==> config.mk <==
export PLATFORM = sky130hd
export DESIGN_NAME = board_store
export DESIGN_NICKNAME = d
export VERILOG_FILES = /design/src/rtl/board_store.sv
export SDC_FILE = /design/constraint.sdc
export NUM_CORES = 1
export LEC_CHECK = 0
export CORE_UTILIZATION = 30
export CTS_BUF_LIST = sky130_fd_sc_hd__clkbuf_4 sky130_fd_sc_hd__clkbuf_8
export CTS_CLUSTER_SIZE = 40
export DETAILED_ROUTE_END_ITERATION = 12
export GPL_TIMING_DRIVEN = 0
export PLACE_DENSITY = 0.45
export SLEW_MARGIN = 20
export SYNTH_ARGS = -nofsm -noshare
export SYNTH_HDL_FRONTEND = slang
export SYNTH_SLANG_ARGS = --single-unit
==> constraint.sdc <==
create_clock -name CLOCK_50 -period 9.5 [get_ports CLOCK_50]
set_input_delay 0.95 -clock CLOCK_50 [delete_from_list [all_inputs] [get_ports CLOCK_50]]
set_output_delay 0.95 -clock CLOCK_50 [all_outputs]
set_load 0.02 [all_outputs]
==> src/rtl/board_store.sv <==
// 20x10 playfield store with a combinational read port, a registered renderer
// row port, and a line-clear engine that removes full rows and shifts rows down.
module board_store (
  input  logic       CLOCK_50,
  input  logic       resetn,
  input  logic [3:0] board_rx,
  input  logic [4:0] board_ry,
  output logic       board_rdata,
  input  logic       board_we,
  input  logic [3:0] board_wx,
  input  logic [4:0] board_wy,
  input  logic       board_wdata,
  input  logic       clear_start,
  output logic       clear_busy,
  output logic       clear_done,
  output logic [4:0] lines_cleared,
  input  logic [4:0] vid_ry,
  output logic [9:0] vid_row
);

  localparam logic [1:0] S_IDLE  = 2'd0;
  localparam logic [1:0] S_SCAN  = 2'd1;
  localparam logic [1:0] S_SHIFT = 2'd2;
  localparam logic [1:0] S_DONE  = 2'd3;

  logic [9:0] row_q [20];
  logic [1:0] st_q, st_d;
  logic [4:0] r_q, r_d;
  logic [4:0] k_q, k_d;
  logic [4:0] lc_q, lc_d;
  logic [9:0] vid_q;
  logic       wr_ok;

  assign wr_ok = (st_q == S_IDLE) && board_we && (board_wx <= 4'd9) && (board_wy <= 5'd19);

  assign board_rdata   = (board_rx <= 4'd9 && board_ry <= 5'd19) ? row_q[board_ry][board_rx] : 1'b0;
  assign clear_busy    = (st_q != S_IDLE);
  assign clear_done    = (st_q == S_DONE);
  assign lines_cleared = lc_q;
  assign vid_row       = vid_q;

  always_comb begin
    st_d = st_q;
    r_d  = r_q;
    k_d  = k_q;
    lc_d = lc_q;
    case (st_q)
      S_IDLE: if (clear_start) begin
        st_d = S_SCAN;
        r_d  = 5'd19;
        lc_d = 5'd0;
      end
      S_SCAN: begin
        if (row_q[r_q] == 10'h3FF) begin
          k_d  = r_q;
          st_d = S_SHIFT;
        end else if (r_q == 5'd0) begin
          st_d = S_DONE;
        end else begin
          r_d = r_q - 5'd1;
        end
      end
      // r is left alone so the row that just received the one above is re-examined
      S_SHIFT: begin
        if (k_q == 5'd0) begin
          lc_d = lc_q + 5'd1;
          st_d = S_SCAN;
        end else begin
          k_d = k_q - 5'd1;
        end
      end
      default: st_d = S_IDLE;
    endcase
  end

  always_ff @(posedge CLOCK_50) begin
    if (!resetn) begin
      st_q  <= S_IDLE;
      r_q   <= 5'd0;
      k_q   <= 5'd0;
      lc_q  <= 5'd0;
      vid_q <= 10'd0;
    end else begin
      st_q  <= st_d;
      r_q   <= r_d;
      k_q   <= k_d;
      lc_q  <= lc_d;
      vid_q <= (vid_ry <= 5'd19) ? row_q[vid_ry] : 10'd0;
    end
  end

  // Writes only land in IDLE, so they never collide with a shift
  always_ff @(posedge CLOCK_50) begin
    if (!resetn) begin
      for (int i = 0; i < 20; i++) row_q[i] <= 10'd0;
    end else begin
      if (wr_ok) row_q[board_wy][board_wx] <= board_wdata;
      if (st_q == S_SHIFT) begin
        if (k_q == 5'd0) row_q[0] <= 10'd0;
        else             row_q[k_q] <= row_q[k_q - 5'd1];
      end
    end
  end

endmodule
Word-level counts from Yosys, hierarchy flattened
Memory sizes are Yosys's and may differ from the RTL's. A register that Yosys moved wholly into a read port is not among the register bits.
Index checks and enable logic that the tools add are counted.
{ "word_totals": {"regBits": 17, "ramBits": 200, "input_bits": 28, "out_inout_bits": 18, "mem_count": 1} }
{ "memory_table": {"columns": ["name", "depth", "word_bits", "read_ports", "rd_ports_with_merged_regs", "wr", "line_no", "text"], "rows": [
  ["row_q", 20, 10, 4, 2, 20, "26", "logic [9:0] row_q [20];"]
]} }
{ "classes": {"addsub": 3, "order_cmp": 8, "n_eq_ne": 11, "muxes": 41, "bitwise": 1, "n_reduce_logical": 20} }
{ "ops": {"columns": ["cell", "count"], "rows": [
  ["two-way mux 10 bit", 6],
  ["two-way mux 5 bit", 11],
  ["one-hot mux 5 bit (2 select lines)", 3],
  ["OR reduction 10 bit", 2],
  ["less-or-equal comparator 5 bit (second input constant)", 3],
  ["two-way mux 1 bit", 14],
  ["equality test 10 bit (second input constant)", 1],
  ["zero test 5 bit", 2],
  ["< comparator 4 x 5 -> 1 bit (second input constant)", 2],
  ["inequality test 2 bit (second input constant)", 5],
  ["subtractor 5 x 1 -> 5 bit (second input constant)", 2],
  ["AND reduction 3 bit", 3],
  ["less-or-equal comparator 4 bit (second input constant)", 2],
  ["two-way mux 2 bit", 4],
  ["nonzero test 2 bit", 4],
  ["one-hot mux 2 bit (3 select lines)", 1],
  ["adder 5 x 1 -> 5 bit (second input constant)", 1],
  ["logical AND 1 bit", 5],
  ["binary-select mux 1 bit (select 4 bit)", 1],
  ["demux 1 bit (select 4 bit)", 1],
  ["equality test 2 bit (second input constant)", 2],
  [">= comparator 4 x 1 -> 1 bit (second input constant)", 1],
  ["AND reduction 4 bit", 1],
  ["inequality test 3 bit (second input constant)", 1],
  ["6 further kinds", 6]
]} }

Logic depth before layout (Yosys ltp)
Gate-level depths: netlist of run 1.
{ "logic_depth": {"ltp_word": 10, "depth_mapped": 15, "mapped_depth_nobuf": 9} }

Worst setup path after synthesis of run 1
OpenSTA, ideal clock, no wires.
{ "synth_path": {"kind": "input port to output port", "from": "input board_ry[0]", "to": "output board_rdata", "t_arrival_ns": 2.923, "t_required_ns": 8.550, "path_slack_ns": 5.627, "cell_stages": 10, "n_path_buf": 3, "cell_sequence": "buf_2 buf_2 buf_4 mux4_2 mux2i_1 o221ai_1 a21oi_1 a211oi_1 o21ai_0 o211ai_1"} }
{ "synth_via": {"elab_chain_cells": 4, "elab_cells_between_ends": 6, "cone_classes": "order compare: 1; mux: 3; reduce/logical: 1; memory: 1"} }
{ "synth_rtl": {"columns": ["item", "line_no", "text"], "rows": [
  ["start, declared", "7", "input logic [4:0] board_ry,"],
  ["memory read (20 x 10 bit)", null, null],
  ["binary-select mux 1 bit (select 4 bit)", "36", "assign board_rdata = (board_rx <= 4'd9 && board_ry <= 5'd19) ? row_q[board_ry][board_rx] : 1'b0;"],
  ["two-way mux 1 bit (implied by the code)", "36", null],
  ["two-way mux 1 bit (*)", "36", null],
  ["end, declared", "8", "output logic board_rdata,"]
]} }
Mark *: on every way between the ends. The rest lies on a longest branch, timed or not. The select of a mux whose other input is x is not followed.

Worst setup path after layout of run 1
{ "layout_path": {"from": "input board_ry[1]", "to": "output board_rdata"} }
The elaborated chain is that of the path after synthesis.

==> run metrics, run 1 <==
combinational power share 0.365; multi-input logic area ~12000 um2; Slew HR 0.145; Synth cell types 67; vias in the first global route 18455; number of fill cells 7782; post-synthesis net count 1908; Final Hold Fails 0; WHS Endpoint lines_cleared[4]$_SDFFE_PN0P_; R2R setup slack 4.14 ns; clock buffer depth 3; Final GP Congestion 1.02; io pins between 40 and 50; total track usage 0.293; HP Class reg2reg; die area 79600 um2; clock latency on the worst-skew pair 0.69 ns; cts bufs inserted 67; Switching Share 0.384; Netlist Area Pre-Place 23500 um2; outcome completed; drt first-iter violations 3205; chip width 282 um; Synthesis Warnings 0; Placed Area approximately 25000 um2; depth of the most critical reg-to-reg path 15; CTS Sinks 352; final setup TNS 0 ns; Tcrit/Tclk final 0.595; WL final 116000 um; Area Growth Syn to Fin 13.7%; Reg area 10200 um2; unrepaired setup endpoints after global routing no; grt total ovfl 0; part of the power in the clock network 0.292; crit-path max FO 10; sequential fraction of the synthesis area 0.436; Int Pwr between 0.003 and 0.004 W; final net count 2021; Post-synth EDFFs 320; Buffers on Ports 38; final instance area 26800 um2; post_cts resized 0; fin crit period about 5.7 ns; # DRC 0; PD cells 201 nW/um2; largest net degree at the start of global routing 14; Post-CTS Setup Bufs 0; # setup viols final 0; Root Driver clkbuf_8; post-cts hold buffer count 0; post-synth top area share 0.408; via count 19483; hold_sp lines_cleared[4]$_SDFFE_PN0P_; Max VDD drop 83.5 uV; clock slew at reported path FFs ~0.06 ns; post-detail-place hpwl 86900 um; Synth area leader edfxtp_1; number of core rows between 100 and 150; Slew Limit Fails 0; Post-Syn Instances 1875; TritonCTS clock tree done; CP Data Required Time 8.55 ns; hold depth 2; Crit. End Element primary output; Final Skew 0.0414 ns; Worst path top cell family by delay buffers and inverters; initial core utilization 0.303; CP Class in2out; area of the core just under 80000 um2; Wirelength per Cell 37.7 um; switching pwr 0.00207 W; top_reg_cell synth edfxtp_1; max_cap viols 0; first-pass GRT wire length ~160000 um; register bit total from synthesis 352; Commonest cells post-synth 320 x edfxtp_1, 218 x o21ai_0, 200 x mux4_2; Die Y 282 um; DRT antenna net count 0; FMAX 177 MHz; ranking of synthesized cells by area edfxtp_1 41%, mux4_2 19%, mux4_1 5.9%; Crit-path slowest cell clkbuf_1; H-tree levels 3; r2r startpoint k_q[0]$_SDFFE_PN0P_; Async S/R FF share, synth 0; drt pass-1 iters 6; CP Buf/Inv Count 3; register share of total power 0.343; type of origin of the critical path input pin; Pleak 8.31 nW; Mapped Avg Cell Area ~13 um2; critical path depth 9; slowest stage delay, CP 0.92 ns; initial antenna violation count 12; crit path DAT between 4 and 5 ns; share of cells above drive strength 1 0.299; critical-path cell list clkbuf_1, clkbuf_2, mux4_2, mux2i_1, o2111ai_1, a211oi_1, o21a_1, o211ai_1, clkdlybuf4s50_1; most frequent cell after synthesis edfxtp_1; reg2reg end row_q[5][3]$_SDFFCE_PN0P_; pin slew with the least headroom to its limit around 1.3 ns; vias per std cell 6.31
==> through the flow <==
step | cells | hold slack (ns) | utilization | worst slack (ns) | total power, W
after detailed placement | 2959 | 0.511 | 0.327 | 4.03 | 0.00377
after global routing | 3082 | 0.578 | 0.345 | 3.94 | 0.00548
final | 3086 | 0.518 | 0.345 | 3.85 | 0.00539
after floorplan | 1875 | 0.506 | - | 5.63 | 0.00295
after global placement | 2953 | 0.496 | 0.325 | 3.35 | 0.00376
after CTS | 3081 | 0.527 | 0.345 | 4.02 | 0.00534
==> layout by cell type (no fill, tap or decap), types with 11 or more instances in the layout <==
| cell | n |
|---|---|
| clkbuf_8 | 72 |
| clkbuf_4 | 24 |
| o21ai_0 | 218 |
| mux2i_1 | 51 |
| nand3_1 | 29 |
| buf_2 | 35 |
| nor2_1 | 133 |
| nand4_1 | 61 |
| and3_1 | 45 |
| a22oi_1 | 13 |
| clkinv_1 | 14 |
| mux2_2 | 11 |
| mux4_1 | 53 |
| nand4b_1 | 11 |
| nor3_1 | 18 |
| nor2_2 | 180 |
| dfxtp_1 | 32 |
| a21oi_1 | 11 |
| clkdlybuf4s50_1 | 38 |
| nor2b_1 | 31 |
| mux4_2 | 200 |
| clkbuf_1 | 129 |
| edfxtp_1 | 320 |
| nand2_1 | 78 |
| inv_1 | 17 |
| buf_6 | 22 |
==> routing by layer <==
| layer | vias up | GRT usage | share of wire |
|---|---|---|---|
| met4 | 8 | 0.146 | 0.051 |
| li1 | 7650 | - | - |
| met2 | 1468 | 0.440 | 0.44 |
| met5 | - | 0 | 0.00046 |
| met1 | 10102 | 0.389 | 0.39 |
| met3 | 255 | 0.0783 | 0.11 |
==> layout make-up <==
class                           count  share of cell area
Sequential cell                   352               0.383
Clock inverter                     26             0.00678
Antenna cell                        5            0.000468
Buffer                            208              0.0418
Multi-Input combinational cell   1297               0.456
Clock buffer                       96              0.0438
Inverter                           18             0.00253
Tap cell                         1040              0.0486
Timing Repair Buffer               44              0.0173
==> worst max path at each step <==
stage | from | to | slack, ns
after floorplan | board_ry[0] | board_rdata | 5.63
after global placement | resetn | row_q[29][7]$_DFFE_PP_ | 3.35
after detailed placement | board_ry[1] | board_rdata | 4.03
after CTS | board_ry[1] | board_rdata | 4.02
after global routing | board_ry[1] | board_rdata | 3.94
final | board_ry[1] | board_rdata | 3.85
==> state kept, by name, summed over array words and instances, names as in the netlist, named ones only <==
| signal | flops |
|---|---|
| k_q | 5 |
| lines_cleared | 5 |
| r_q | 5 |
| row_q | 320 |
| st_q | 2 |
| vid_row | 10 |
==> cells by family (layout without fill, tap and decap cells) <==
family,Yosys count,count (layout),share of synthesized area
xor+xnor,5,5,0.00186
mux,315,315,0.278
flops,352,352,0.436
other cells,0,5,0
buf+inv,226,392,0.0500
compound gates,332,332,0.0836
fa+ha+maj,5,5,0.00266
simple gates,640,640,0.149
==> power by group through the flow <==
| stage | clock (W) | sequential (W) | combinational [W] |
|---|---|---|---|
| after floorplan | 0 | 0.00182 | 0.00113 |
| final | 0.00157 | 0.00185 | 0.00197 |
| after CTS | 0.00158 | 0.00184 | 0.00191 |
| after detailed placement | 0 | 0.00188 | 0.00190 |
| after global placement | 0 | 0.00187 | 0.00189 |
| after global routing | 0.00164 | 0.00185 | 0.00199 |
==> worst register-to-register path, delay by kind of cell, from the launching register on <==
| kind | cells | cell delay (ns) |
|---|---|---|
| adder cells (fa/ha/maj) | 1 | 0.30 |
| multiplexers | 3 | 1.26 |
| flip-flops | 1 | 0.33 |
| AND/OR/NAND/NOR | 2 | 0.32 |
| buffers and inverters | 8 | 2.53 |
| AO/OA/AOI/OAI | 1 | 0.32 |
Note: power is estimated with default switching activity, not from simulation.
==> inputs of run 2 (changes only) <==
clock period = 5.32 ns   (was 9.5 ns; I/O delays follow)
==> run metrics, run 2 (synthesis results as in run 1) <==
Final Skew 0.0455 ns; Crit path top cell by count buf_6; switching pwr 0.00370 W; Int Pwr just under 0.006 W; type of origin of the critical path flip-flop; Slew HR 0.153; unrepaired setup endpoints after global routing no; clock latency on the worst-skew pair 0.70 ns; post-route insts no fill 3087; Reg with most FFs row_q; vias per std cell 6.33; Tcrit/Tclk final 0.999; Crit. End Element flip-flop; chip width 282 um; Root Driver clkbuf_8; crit-path max FO 13; crit path DAT 5.72 ns; H-tree levels 3; Buffers on Ports 38; Die Y between 200 and 300 um; initial core utilization 0.303; WHS Endpoint lines_cleared[4]$_SDFFE_PN0P_; total chip power 0.00963 W; depth of the most critical reg-to-reg path 15; outcome completed; number of fill cells 7783; HP Class reg2reg; Final Hold Fails 0; drt pass-1 iters 6; combinational power share 0.366; Slew Limit Fails 0; CP Class reg2reg; final net count between 2000 and 2500; hold_sp lines_cleared[4]$_SDFFE_PN0P_; post-detail-place hpwl 86900 um; vias in the first global route 18455; commonest non-fill, non-tap cell in the layout edfxtp_1; Pleak 8.31 nW; die area 79600 um2; part of the power in the clock network 0.292; io pins 46; register share of total power 0.343; via count 19538; Crit-path slowest cell clkbuf_1; placed cells 2959; grt total ovfl 0; Area Growth Syn to Fin 13.7%; cts bufs inserted 67; CTS Sinks 352; fin crit period 5.32 ns; slowest stage delay, CP about 0.66 ns; TritonCTS clock tree done; number of core rows ~100; first-pass GRT wire length 157000 um; reg2reg end row_q[10][4]$_SDFFCE_PN0P_; hold depth 2; largest net degree at the start of global routing 14; max_cap viols 0; PD cells ~360 nW/um2; Final GP Congestion 1.02; FMAX 188 MHz; total track usage 0.293; R2R setup slack between 0.004 and 0.005 ns; Switching Share 0.384; clock slew at reported path FFs 0.06 ns; CP Data Required Time 5.72 ns; # setup viols final 0; WL final 116000 um; area of the core between 70000 and 80000 um2; pin slew with the least headroom to its limit 1.27 ns; post-cts hold buffer count 0; drt first-iter violations 3207; commonest cells after routing, fill and taps aside 320 x edfxtp_1, 218 x o21ai_0, 200 x mux4_2, 180 x nor2_2, 133 x nor2_1; max FFs per register 320; Max VDD drop roughly 150 uV; initial antenna violation count 12; r2r startpoint k_q[0]$_SDFFE_PN0P_; critical-path cell list buf_6, buf_12, buf_8, inv_1, ha_1, buf_2, buf_4, clkbuf_1, mux4_1, mux4_2, mux2i_1, o21ai_2, nand2_2, buf_6, nor2_2; DRT antenna net count 0; # DRC 0; share of cells above drive strength 1 0.300; Wirelength per Cell 37.7 um; Hold WS 0.518 ns; clock buffer depth 3
==> run 2: critical path, delay by kind of cell, from the launching register on <==
family | cells | cell delay (ns)
compound gates | 1 | 0.30
fa+ha+maj | 1 | 0.30
mux | 3 | 1.18
simple gates | 2 | 0.29
flops | 1 | 0.33
buf+inv | 8 | 2.56
==> run 2: per-layer routing <==
| layer | up-vias | wire length [um] | track usage |
|---|---|---|---|
| met3 | 259 | 13600 | 0.0783 |
| li1 | 7654 | - | - |
| met2 | 1504 | 51400 | 0.440 |
| met4 | 6 | 5940 | 0.146 |
| met5 | - | 39 | 0 |
| met1 | 10115 | 45400 | 0.389 |
==> run 2: timing repair <==
item                                    4_1_cts  5_1_grt
setup buffers                                 0        0
gates resized for setup                       0        2
endpoints found under the setup margin        0       69
==> run 2: power by group through the flow <==
| stage | sequential (W) | combinational, W | clock [W] |
|---|---|---|---|
| after floorplan | 0.00325 | 0.00202 | 0 |
| after global placement | 0.00334 | 0.00337 | 0 |
| after detailed placement | 0.00335 | 0.00339 | 0 |
| after CTS | 0.00329 | 0.00341 | 0.00283 |
| after global routing | 0.00330 | 0.00356 | 0.00293 |
| final | 0.00330 | 0.00352 | 0.00281 |
==> run 2: cell type report <==
type                       instances  area (um2)  area share
multi-input combinational       1297       12200       0.455
sequential                       352       10200       0.383
tap                             1040        1300      0.0486
clock buffer                      96        1170      0.0438
buffer                           208        1120      0.0419
timing repair buffer              44         463      0.0173
clock inverter                    26         181     0.00678
inverter                          18        67.6     0.00253
antenna                            6        15.0    0.000561
==> run 2: how the worst max path moves through the flow <==
stage                        start                    endpoint  slack (ns)  cells after the start
6_report       k_q[0]$_SDFFE_PN0P_  row_q[10][4]$_SDFFCE_PN0P_       0.004                     15
3_3_place_gp   k_q[0]$_SDFFE_PN0P_      row_q[29][7]$_DFFE_PP_       -0.49                     10
3_5_place_dp   k_q[0]$_SDFFE_PN0P_   row_q[7][2]$_SDFFCE_PN0P_        0.13                     15
2_1_floorplan  k_q[0]$_SDFFE_PN0P_   row_q[0][0]$_SDFFCE_PN0P_        1.97                     15
4_1_cts        k_q[0]$_SDFFE_PN0P_   row_q[5][3]$_SDFFCE_PN0P_        0.10                     15
5_1_grt        k_q[0]$_SDFFE_PN0P_   row_q[5][4]$_SDFFCE_PN0P_       0.008                     15
==> run 2: through the flow <==
step           TNS, ns   util  cell area [um2]  setup slack (ns)
6_report             0  0.345            26800           0.00426
5_1_grt              0  0.345            26700           0.00831
4_1_cts              0  0.345            26700             0.103
3_5_place_dp         0  0.327            25400             0.128
3_3_place_gp    -12.63  0.325            25200            -0.488
2_1_floorplan        0      -            23500              1.97
==> inputs of run 3 (changes only) <==
REMOVE_ABC_BUFFERS = 1   (was unset)
==> run metrics, run 3 (synthesis results as in run 1) <==
TritonCTS clock tree done; number of fill cells between 7000 and 8000; Die Y 282 um; final net count 1848; Wirelength per Cell 29.3 um; Crit-path slowest cell nand2_1; Placed Area 25100 um2; # setup viols final 0; crit-path max FO 20; WHS Endpoint row_q[0][6]$_SDFFCE_PN0P_; number of core rows roughly 100; hold_sp resetn; Final Hold Fails 0; post_cts resized 0; max FFs per register 320; post-cts hold buffer count 0; io pins between 40 and 50; CP Buf/Inv Count 1; cts bufs inserted 68; vias per std cell 5.92; CP Class reg2reg; commonest non-fill, non-tap cell in the layout edfxtp_1; share of cells above drive strength 1 0.318; first-pass GRT wire length 124000 um; total track usage 0.217; placed cells between 2000 and 3000; Post-CTS Setup Bufs 0; Tcrit/Tclk final 0.923; initial core utilization 0.303; grt total ovfl 0; depth of the most critical reg-to-reg path 8; pin slew with the least headroom to its limit 1.14 ns; drt pass-1 iters 5; Worst path top cell family by delay simple AND/OR/NAND/NOR gates; CP Data Required Time 5.64 ns; post-detail-place hpwl approximately 61000 um; FMAX 204 MHz; final instance area 26500 um2; HP Class in2reg; Buffers on Ports 45; Max VDD drop between 150 and 200 uV; H-tree levels 3; Final Skew 0.0220 ns; DRT antenna net count 0; clock slew at reported path FFs 0.06 ns; PD cells 340 nW/um2; Area Growth Syn to Fin 12.5%; Slew Limit Fails 0; Slew HR 0.235; clock buffer depth 3; hold depth 2; WL final 85100 um; max_cap viols 0; Final GP Congestion 0.875; type of origin of the critical path flip-flop; critical-path cell list inv_1, ha_4, nor4b_1, nor2_1, nand2_1, o21a_1, nand2_1, o21ai_0; # DRC 0; Crit path top cell by count nand2_1; unrepaired setup endpoints after global routing no; Reg with most FFs row_q; initial antenna violation count 4; via count 17190; drt first-iter violations about 2000; Crit. End Element flip-flop; chip width 282 um; slowest stage delay, CP 0.95 ns; R2R setup slack roughly 0.4 ns; outcome completed; r2r startpoint k_q[1]$_SDFFE_PN0P_; vias in the first global route 16900; clock latency on the worst-skew pair 0.66 ns; die area between 70000 and 80000 um2; Pleak 8.14 nW; crit path DAT 5.23 ns; post-layout util 0.341; Root Driver clkbuf_8; largest net degree at the start of global routing 128; commonest cells after routing, fill and taps aside 320 x edfxtp_1, 218 x o21ai_0, 200 x mux4_2, 182 x nor2_2, 129 x nor2_1; reg2reg end row_q[0][4]$_SDFFCE_PN0P_; CTS Sinks 352; final setup TNS 0 ns; fin crit period 4.91 ns; area of the core 77600 um2; post-route insts no fill 2905
==> run 3: cell count changes in the layout (fill, tap and decap cells not counted), moves of 6 or more <==
cell      before  now
clkbuf_1     128    0
buf_2         35    2
buf_16         0   18
buf_6         22    9
nand2_1       78   71
nand2_2        9   16
a21oi_4        0    6
clkbuf_2       6    0
==> run 3: worst max-delay path by stage <==
stage / from / endpoint / slack [ns] / depth (start not counted)
CTS: k_q[1]$_SDFFE_PN0P_ / row_q[0][4]$_SDFFCE_PN0P_ / 0.37 / 8
finish: k_q[1]$_SDFFE_PN0P_ / row_q[0][4]$_SDFFCE_PN0P_ / 0.41 / 8
detailed placement: resetn / row_q[8][4]$_SDFFCE_PN0P_ / 0.30 / 9
floorplan: k_q[0]$_SDFFE_PN0P_ / row_q[6][8]$_SDFFCE_PN0P_ / -1.75 / 8
global route: k_q[1]$_SDFFE_PN0P_ / row_q[0][6]$_SDFFCE_PN0P_ / 0.05 / 8
global placement: resetn / row_q[1][5]$_SDFFCE_PN0P_ / -10.38 / 5
==> run 3: per-layer routing <==
layer	up-vias	part of all wire	GRT usage
met4	4	0.030	0.0684
met1	8941	0.42	0.292
li1	7281	-	-
met5	-	0.00036	0
met3	138	0.077	0.0411
met2	826	0.48	0.352
==> run 3: where the power goes <==
group	total [W]	switching [W]	internal [W]
clock network	0.00274	0.00126	0.00148
logic	0.00293	0.00165	0.00129
registers	0.00334	0.000204	0.00314
total	0.00901	0.00311	0.00591
==> run 3: cell type report <==
cell class,count,area [um2],area share
Clock buffer,96,1180,0.0447
Inverter,18,67.6,0.00255
Tap cell,1040,1300,0.0492
Multi-Input combinational cell,1297,12300,0.466
Sequential cell,352,10300,0.387
Timing Repair Buffer,78,1170,0.0443
Clock inverter,23,140,0.00529
Antenna cell,1,2.50,0.0000945
==> run 3: stage by stage <==
stage | total power (W) | hold slack (ns) | setup slack (ns)
final | 0.00901 | 0.383 | 0.410
after global routing | 0.00935 | 0.391 | 0.0480
after CTS | 0.00909 | 0.355 | 0.372
after detailed placement | 0.00634 | 0.512 | 0.296
after global placement | 0.00628 | 0.510 | -10.38
after floorplan | 0.00508 | 0.506 | -1.75
